===== src/rtl/filter_test_sequencer.sv =====
// Drives a stimulus ROM into a filter and captures the filter output into a RAM.
// A valid shift register and an address delay line line each address up with its filter result.
module filter_test_sequencer #(
  parameter int ADDR_W   = 8,
  parameter int DATA_W   = 32,
  parameter int ROM_LAT  = 1,
  parameter int FILT_LAT = 4
) (
  input  logic              clk,
  input  logic              rst,
  input  logic              start,
  input  logic [ADDR_W-1:0] num_samples,
  output logic [ADDR_W-1:0] rom_addr,
  input  logic [DATA_W-1:0] rom_data,
  output logic              filt_en,
  output logic [DATA_W-1:0] filt_in,
  input  logic [DATA_W-1:0] filt_out,
  output logic [ADDR_W-1:0] ram_addr,
  output logic [DATA_W-1:0] ram_data,
  output logic              ram_wren,
  output logic              busy,
  output logic              done,
  output logic              trig
);

  localparam int L   = ROM_LAT + FILT_LAT;
  localparam int DCW = $clog2(L + 1);
  localparam logic [ADDR_W:0] CNT_ONE   = (ADDR_W + 1)'(1);
  localparam logic [DCW-1:0]  DRAIN_END = DCW'(L - 1);

  typedef enum logic [1:0] {IDLE, READ, DRAIN, DONE} state_t;

  state_t            state_reg, state_next;
  logic [ADDR_W:0]   cnt_reg;
  logic [ADDR_W:0]   n_reg;
  logic [DCW-1:0]    dcnt_reg;
  logic [L-1:0]      vld_reg;
  logic [ADDR_W-1:0] adr_reg [L];
  logic              last_addr;
  logic              drain_end;
  logic              issue;

  // The count is one bit wider than the address so that N = 2^ADDR_W still terminates.
  assign last_addr = ((cnt_reg + CNT_ONE) == n_reg);
  assign drain_end = (dcnt_reg == DRAIN_END);
  assign issue     = (state_reg == READ);

  always_comb begin
    state_next = state_reg;
    case (state_reg)
      IDLE:    if (start) state_next = READ;
      READ:    if (last_addr) state_next = DRAIN;
      DRAIN:   if (drain_end) state_next = DONE;
      DONE:    state_next = IDLE;
      default: state_next = IDLE;
    endcase
  end

  always_ff @(posedge clk or negedge rst) begin
    if (!rst) begin
      state_reg <= IDLE;
      cnt_reg   <= '0;
      n_reg     <= '0;
      dcnt_reg  <= '0;
    end else begin
      state_reg <= state_next;
      case (state_reg)
        IDLE: begin
          dcnt_reg <= '0;
          if (start) begin
            cnt_reg <= '0;
            n_reg   <= {1'b0, num_samples} + CNT_ONE;
          end
        end
        READ: begin
          dcnt_reg <= '0;
          if (!last_addr) cnt_reg <= cnt_reg + CNT_ONE;
        end
        DRAIN:   dcnt_reg <= dcnt_reg + DCW'(1);
        default: dcnt_reg <= '0;
      endcase
    end
  end

  // Stage i holds the issue flag and address from i+1 cycles ago.
  always_ff @(posedge clk or negedge rst) begin
    if (!rst) begin
      vld_reg <= '0;
      for (int i = 0; i < L; i++) adr_reg[i] <= '0;
    end else begin
      vld_reg    <= {vld_reg[L-2:0], issue};
      adr_reg[0] <= rom_addr;
      for (int i = 1; i < L; i++) adr_reg[i] <= adr_reg[i-1];
    end
  end

  assign rom_addr = cnt_reg[ADDR_W-1:0];
  assign filt_en  = vld_reg[ROM_LAT-1];
  assign filt_in  = filt_en ? rom_data : '0;
  assign ram_wren = vld_reg[L-1];
  assign ram_addr = adr_reg[L-1];
  assign ram_data = ram_wren ? filt_out : '0;
  assign busy     = (state_reg == READ) || (state_reg == DRAIN);
  assign done     = (state_reg == DONE);
  assign trig     = issue && (cnt_reg == '0);

endmodule


===== config.mk =====
export PLATFORM = sky130hd
export DESIGN_NAME = filter_test_sequencer
export DESIGN_NICKNAME = d
export VERILOG_FILES = /design/src/rtl/filter_test_sequencer.sv
export SDC_FILE = /design/constraint.sdc
export NUM_CORES = 1
export LEC_CHECK = 0
export CAP_MARGIN = 20
export CORE_MARGIN = 2
export CORE_UTILIZATION = 45
export CTS_CLUSTER_DIAMETER = 40
export DETAILED_ROUTE_END_ITERATION = 8
export PLACE_DENSITY = 0.95
export SYNTH_ARGS = -nofsm -noshare
export SYNTH_HDL_FRONTEND = slang
export SYNTH_SLANG_ARGS = --single-unit

===== constraint.sdc =====
create_clock -name clk -period 5.3 [get_ports clk]
set_clock_uncertainty 0.15 [all_clocks]
set_input_delay 1.06 -clock clk [delete_from_list [all_inputs] [get_ports clk]]
set_output_delay 1.06 -clock clk [all_outputs]
set_load 0.01 [all_outputs]

Word level (Yosys, flattened, before mapping)
Index checks and enable logic that the tools add are counted.
Storage, ports and cells
  register bits: 68
  output and inout port bits: 85
  word-level logic and storage cells: 40
Operators by class
  add/sub/neg operators: 3
  equal/unequal tests: 9
  multiplexer cells: 10
  reduce and logical (&&, ||, !) cells: 8
Operators with widths (count)
  2-to-1 mux 32 bit: 2
  2-to-1 mux 9 bit: 2
  one-hot mux 9 bit (2 select lines): 1
  adder 8 x 1 -> 9 bit (second input constant): 1
  adder 9 x 1 -> 9 bit (second input constant): 1
  equality test 9 bit: 1
  logical NOT 9 bit: 1
  != test 2 bit (second input constant): 4
  one-hot mux 2 bit (4 select lines): 1
  2-to-1 mux 2 bit: 3
  AND reduction 3 bit: 2
  equality test 2 bit (second input constant): 2
  adder 3 x 1 -> 3 bit (second input constant): 1
  equality test 3 bit (second input constant): 1
  2-to-1 mux 3 bit: 1
  equality test 2 x 1 -> 1 bit (second input constant): 1
  logical NOT 2 bit: 1
  AND reduction 2 bit: 1
  nonzero test 2 bit: 1
  logical AND 1 bit: 1
  logical OR 1 bit: 1

Depth between registers and ports, before layout
  depth after elaboration: 4
  mapped depth: 10
  mapped depth without buffers: 8

Worst setup path after synthesis
No wires, ideal clock.
  kind: flip-flop to output port
  from: reg cnt_reg[3]
  to: out trig
  arrival: 1616 ps
  data required time: 4090 ps
  path slack: 2474 ps
  cell stages (with the launch flop): 5
  cell sequence: dfrtp_1 buf_2 clkbuf_1 or4_1 nor4_1
On the way
  longest elaborated chain between the ends: 2
RTL lines
  start, declared: RTL line 34  | logic [ADDR_W:0] cnt_reg;
  start signal, assigned: RTL line 77  | if (!last_addr) cnt_reg <= cnt_reg + CNT_ONE;
  logical NOT 9 bit: RTL line 105  | assign trig = issue && (cnt_reg == '0);
  logical AND 1 bit: RTL line 105
  end, declared: RTL line 23  | output logic trig
Every way passes these cells.

Final worst setup path
  from: reg state_reg[1]
  to: out trig
On the way
  longest elaborated chain between the ends: 2
RTL lines
  start, declared: RTL line 33  | state_t state_reg, state_next;
  start signal, assigned: RTL line 66  | state_reg <= state_next;
  equality test 2 x 1 -> 1 bit: RTL line 46  | assign issue = (state_reg == READ);
  named net issue: RTL line 41  | logic issue;
  logical AND 1 bit: RTL line 105
The timed path passes the listed nets, and every way through them passes these cells.

==> key figures <==
Clock tree
  • Longest Clk Path Bufs: 2
  • CTS clk-pin slew, worst paths: 80 ps
  • Post-CTS Repair Setup Buffers: 0
  • TritonCTS Sinks: 68
  • Post-cts sizing count: 0
  • Hold-fix buffers, CTS: 0
  • Cts bufs inserted: 9
  • Root Driver: clkbuf_8
  • Worst skew pair latency: 350 ps
  • CTS H-Tree Depth: 3
  • TritonCTS clock tree: done

Timing
  • Setup TNS: 0 ps
  • Tcrit/Tclk final: 78.5%
  • Worst Max-Slew Pin Slew: 818 ps
  • Final setup vio count: 0
  • Pins over their slew limit: 0
  • Slew headroom: 45.5%
  • Setup WS post-layout: 1140 ps
  • RSZ-0062 raised after global routing: false
  • Final-report hold violation count: 0
  • Hold WS: 192 ps
  • Crit path time final: 4160 ps
  • Upper clock frequency limit: 240 MHz

Detailed routing
  • Final WL: 8.90 mm
  • Drt first-iter violations: 198
  • Via density: 5.07
  • Drt drc: 0
  • Final ANT Viol Nets: 0
  • Vias: 3014
  • Total iterations of the first detailed-routing run: 5
  • WL per Instance: 15.0 µm

Cells and area
  • Max FFs per register: 32
  • Multi-input gate area: 1540 µm²
  • Fin cells: 594
  • Layout fillers: 550
  • Layout cell share with drive strength beyond 1: 5.28%
  • Layout Nets: 572
  • Seq. cell area: 1700 µm²
  • N_diodes: 0
  • Final Cell Area: 5210 µm²
  • Fin util: 68.5%
  • Layout Area Growth over Synthesis: 49.8%

Floorplanning
  • Die W: 91.9 µm
  • IO Count: 160
  • Initial Util: 45.7%
  • Number of core rows: 32
  • Die Y-Extent: 91.9 µm
  • Die Area: 8450 µm²
  • Core Area: 7610 µm²

Placement
  • Port bufs: 159
  • Post-DP HPWL: 6.70 mm
  • Dpl cell area: 5000 µm²
  • Inst Count DP: 578
  • GP Congestion: 0.905
  • Pre-CTS WS: 1580 ps

Yosys
  • Post-Syn Area per Cell: 9.91 µm²
  • Synth cell types: 50
  • Synthesized net count: 436
  • Synth Cell Area: 3480 µm²
  • Synth Register Bits: 68
  • Ys Warns: 0
  • Synth Instances: 351
  • Post-synthesis sequential area ratio: 48.9%

Hold path
  • Hold Path Origin: adr_reg[33]$_DFF_PN0_
  • Hold crit path type: flop to flop

Global route
  • Initial antenna violation count: 0
  • All-Layer GR Usage: 21.8%
  • Largest net degree at the start of global routing: 69
  • First-pass GRT wire length: 14.4 mm
  • Number of global-route vias before repair: 2861
  • Overflow after GRT: 0

Critical path
  • Critical path class: flop to output port
  • R2r setup slk: 1930 ps
  • Critical path data arrival time: 2950 ps
  • Crit Path Max Fanout: 21
  • Critical path startpoint category: flop
  • Reg2reg end: state_reg[1]$_DFFE_PN0P_
  • FF-to-FF Start: cnt_reg[0]$_DFFE_PN0P_
  • Start point of the critical path: state_reg[1]$_DFFE_PN0P_
  • Setup crit end: trig
  • Reg2reg path depth: 9
  • Crit. End Element: output port
  • Required time worst endpoint: 4090 ps

Power
  • Leakage: 2.22 nW
  • Total power: 2.44 mW
  • Cell Pwr Density: 468 nW/µm²
  • Peak supply drop: 415 µV

Run
  • Max-cap check violation count: 0

Status
  • Status: complete, no violations
worst min-delay path by stage:
stage,end,slack (ps),cells past startpoint
floorplan,adr_reg[10]$_DFF_PN0_,180,0
global placement,adr_reg[16]$_DFF_PN0_,180,0
detailed placement,adr_reg[25]$_DFF_PN0_,180,0
CTS,adr_reg[25]$_DFF_PN0_,200,0
global route,adr_reg[25]$_DFF_PN0_,200,0
finish,adr_reg[25]$_DFF_PN0_,190,0
cells in the final DEF (no fill, tap or decap), types with 3 or more instances in the layout:
master	instances
nand4_1	6
inv_1	8
o21ai_0	11
nor4b_1	3
and2_1	67
a21oi_1	8
nor2_1	13
nand2_1	34
clkbuf_8	9
ha_1	10
a21o_1	5
a32oi_1	4
xor2_1	5
dfrtp_1	68
and3_1	6
xnor2_1	9
clkdlybuf4s50_1	158
nand3_1	11
nor3_1	6
nand2b_1	3
per-layer routing:
layer | part of all wire, % | global-route usage [%]
met5 | 0 | 0
met4 | 1.5 | 6.72
met3 | 8.4 | 6.41
met2 | 54 | 38.8
met1 | 36 | 25.3
cell families after synthesis:
group / after synthesis / synth area share [%]
AOI/OAI and AO/OA: 48 / 9.67
xor gates and xnor gates: 15 / 3.99
adders and majority gates: 10 / 3.60
buffers and inverters: 45 / 6.87
DFF: 68 / 48.9
muxes: 3 / 0.935
and+or+nand+nor: 162 / 26.0
final cells by class:
class	instances	area share, %
Clock inverter	7	1.61
Inverter	9	0.648
Clock buffer	9	2.38
Timing Repair Buffer	161	30.7
Sequential cell	68	32.7
Tap cell	102	2.45
Multi-Input combinational cell	238	29.5
where the power goes:
part	internal [mW]	leakage [nW]	switching, mW
sequential	0.699	0.908	0.209
clock	0.225	0.102	0.214
combinational	0.613	1.21	0.478
total	1.54	2.22	0.902
synthesized netlist by cell type, drive strengths merged:
cell type,count,area (µm²)
nor4bb,1,10.0
xnor2,10,95.1
o221ai,2,17.5
nor3b,1,7.51
o21a,1,7.51
dfrtp,68,1700
o2111ai,2,17.5
clkbuf,12,45.0
o21ai,11,55.1
a221oi,1,15.0
nor2,14,55.1
nor3,6,30.0
o22ai,2,12.5
mux2i,1,10.0
a211oi,1,7.51
and3,6,37.5
a31oi,2,12.5
nand4,6,37.5
a32oi,4,35.0
nand3b,2,15.0
buf,24,160
a311o,1,10.0
inv,8,30.0
xor2,5,43.8
a21oi,8,40.0
o31a,1,8.76
ha,10,125
or4,2,18.8
o31ai,2,15.0
a21o,5,37.5
nand3,12,65.1
mux2,2,22.5
nor4,3,25.0
a211o,1,8.76
nor4b,3,26.3
a41o,1,10.0
nand2,34,128
a22o,2,17.5
and2,67,419
nor2b,2,12.5
nand2b,3,18.8
a2bb2oi,1,8.76
clkinv,1,3.75
critical path, stage by stage, from the launching register on:
cell             delay, ps
dfrtp_1                410
inv_1                  120
ha_1                   640
clkinv_1               440
nor4_1                 380
clkdlybuf4s50_1        600
Note: power is estimated with default switching activity, not from simulation.
==> RTL change (same flow settings) <==
The parameter `ROM_LAT` goes from 1 to 2.
--- a/src/rtl/filter_test_sequencer.sv
+++ b/src/rtl/filter_test_sequencer.sv
@@ -4,5 +4,5 @@
   parameter int ADDR_W   = 8,
   parameter int DATA_W   = 32,
-  parameter int ROM_LAT  = 1,
+  parameter int ROM_LAT  = 2,
   parameter int FILT_LAT = 4
 ) (
Formal check against the unedited RTL: not equivalent (Yosys sat finds a counterexample within 4 cycles, from zero or initial values and one cycle with rst low).
==> RTL change against the original RTL <==
Hold slack improved by 0.0037 ns. Setup slack got worse by 0.0081 ns. Non-clock buffer count decreased by 1. Routed wire length decreased by 1.6%. Via count decreased by 7.1%. Global-route usage decreased by 1.3 points. Count of clock-buffer cells in the layout increased by 1. Synthesized cell count decreased by 5.4%. Area after synthesis increased by 3.2%. Sequential cell count increased by 9. Cell area increased by 2.2%. Largest cell class unchanged.
Power is not compared: it rests on default switching activity, and its combinational part moved more than twofold at a synthesized area within 25%.
==> RTL change: results <==
set metrics [dict create \
    multi_input_cells 214 \
    holdWs_ns 0.196 \
    routed_via_density 4.86 \
    dr.pass1.iters 4 \
    routedWlPerCell_um 15.2 \
    critPathMaxFanout 16 \
    n_clock_buffer 10 \
    clk_share 0.0416 \
    synthDistinctLibCells 46 \
    status "finished clean" \
    hpwl_mm 6.61 \
    grtUsageMet3 0.0661 \
    largest_reg_flops 40 \
    drt-initial-drc-count 112 \
    coreArea_um2 7730 \
    synthTopCellsByCount "dfrtp_1, and2_1, nand2_1, buf_4, xnor2_1" \
    grt_start_max_net_pins 78 \
    signal_buffers 160 \
    multi_input_area_um2 1430 \
    hold_path.class "reg2reg" \
    ys_seq_area_frac 0.537 \
    ff_latch_area_um2 1930 \
    dpl_worst_slack_ns 1.56 \
    placed_cell_area_um2 5100 \
    hold_end "adr_reg[19]$_DFF_PN0_" \
    reg2reg_depth 8 \
    grt_pass1_wl_mm 13.8 \
    fillerInstances 561 \
    final_net_count 554 \
    place_congestion 0.845 \
    met1_usage 0.235 \
    synth_seq_cells 77 \
    met2_usage 0.369 \
    holdCritStartpoint "adr_reg[27]$_DFF_PN0_" \
    cpPeakStageDelay_ns 0.60 \
    crit_arrival_ns 2.96 \
    synth.area.top_cells "dfrtp_1, and2_1, buf_4" \
    drive_above_1_share 0.0506 \
    dp.cells 559 \
    synth_xor_area_frac 0.0463 \
    n_all_inverters 7 \
    synth_flop_cell "dfrtp_1" \
    areaGrowthSynthToFinish_pct 48.4 \
    synth.avg_cell_area_um2 10.8 \
    r2r_slack_ns 2.21 \
    worst_pin_slew_ns 0.916 \
    synth_nets 417 \
    synth_compound_area_frac 0.0669 \
    buf_share 0.299 \
    synthAdderAreaFrac 0.0348 \
]
RTL change: changes by cell type in the layout (fill, tap and decap cells not counted), moves of 4 or more:
cell / unedited run / this run
a32oi_1: 4 / 0
nor2_1: 13 / 6
nor2b_1: 2 / 9
dfrtp_1: 68 / 77
a21o_1: 5 / 1
nand2_1: 34 / 30
RTL change: power by group through the flow:
stage          Sequential (W)  Combinational, W  Clock (W)
2_1_floorplan        0.000599         0.0000376          0
3_3_place_gp         0.000599          0.000156          0
4_1_cts              0.000587          0.000160   0.000499
3_5_place_dp         0.000599          0.000159          0
6_report             0.000587          0.000157   0.000482
5_1_grt              0.000587          0.000168   0.000523
RTL change: kinds of logic after synthesis:
group,after synthesis
AOI/OAI and AO/OA,33
xor gates and xnor gates,19
adders and majority gates,10
and+or+nand+nor,148
buffers and inverters,41
muxes,4
DFF,77
RTL change: how the worst max path moves through the flow:
stage,slack (ns),startpoint,depth (start not counted),to
floorplan,2.45,state_reg[1]$_DFFE_PN0P_,7,trig
global placement,1.58,state_reg[1]$_DFFE_PN0P_,7,trig
detailed placement,1.56,state_reg[1]$_DFFE_PN0P_,7,trig
CTS,1.14,state_reg[1]$_DFFE_PN0P_,7,trig
global route,0.94,state_reg[1]$_DFFE_PN0P_,7,trig
finish,1.13,state_reg[1]$_DFFE_PN0P_,7,trig
RTL change: routing by layer:
layer	vias up	share of wire	wire length, µm
met5	-	0	0
met4	0	0.011	96
met3	8	0.072	628
met2	118	0.53	4670
met1	1327	0.38	3360
li1	1348	-	-
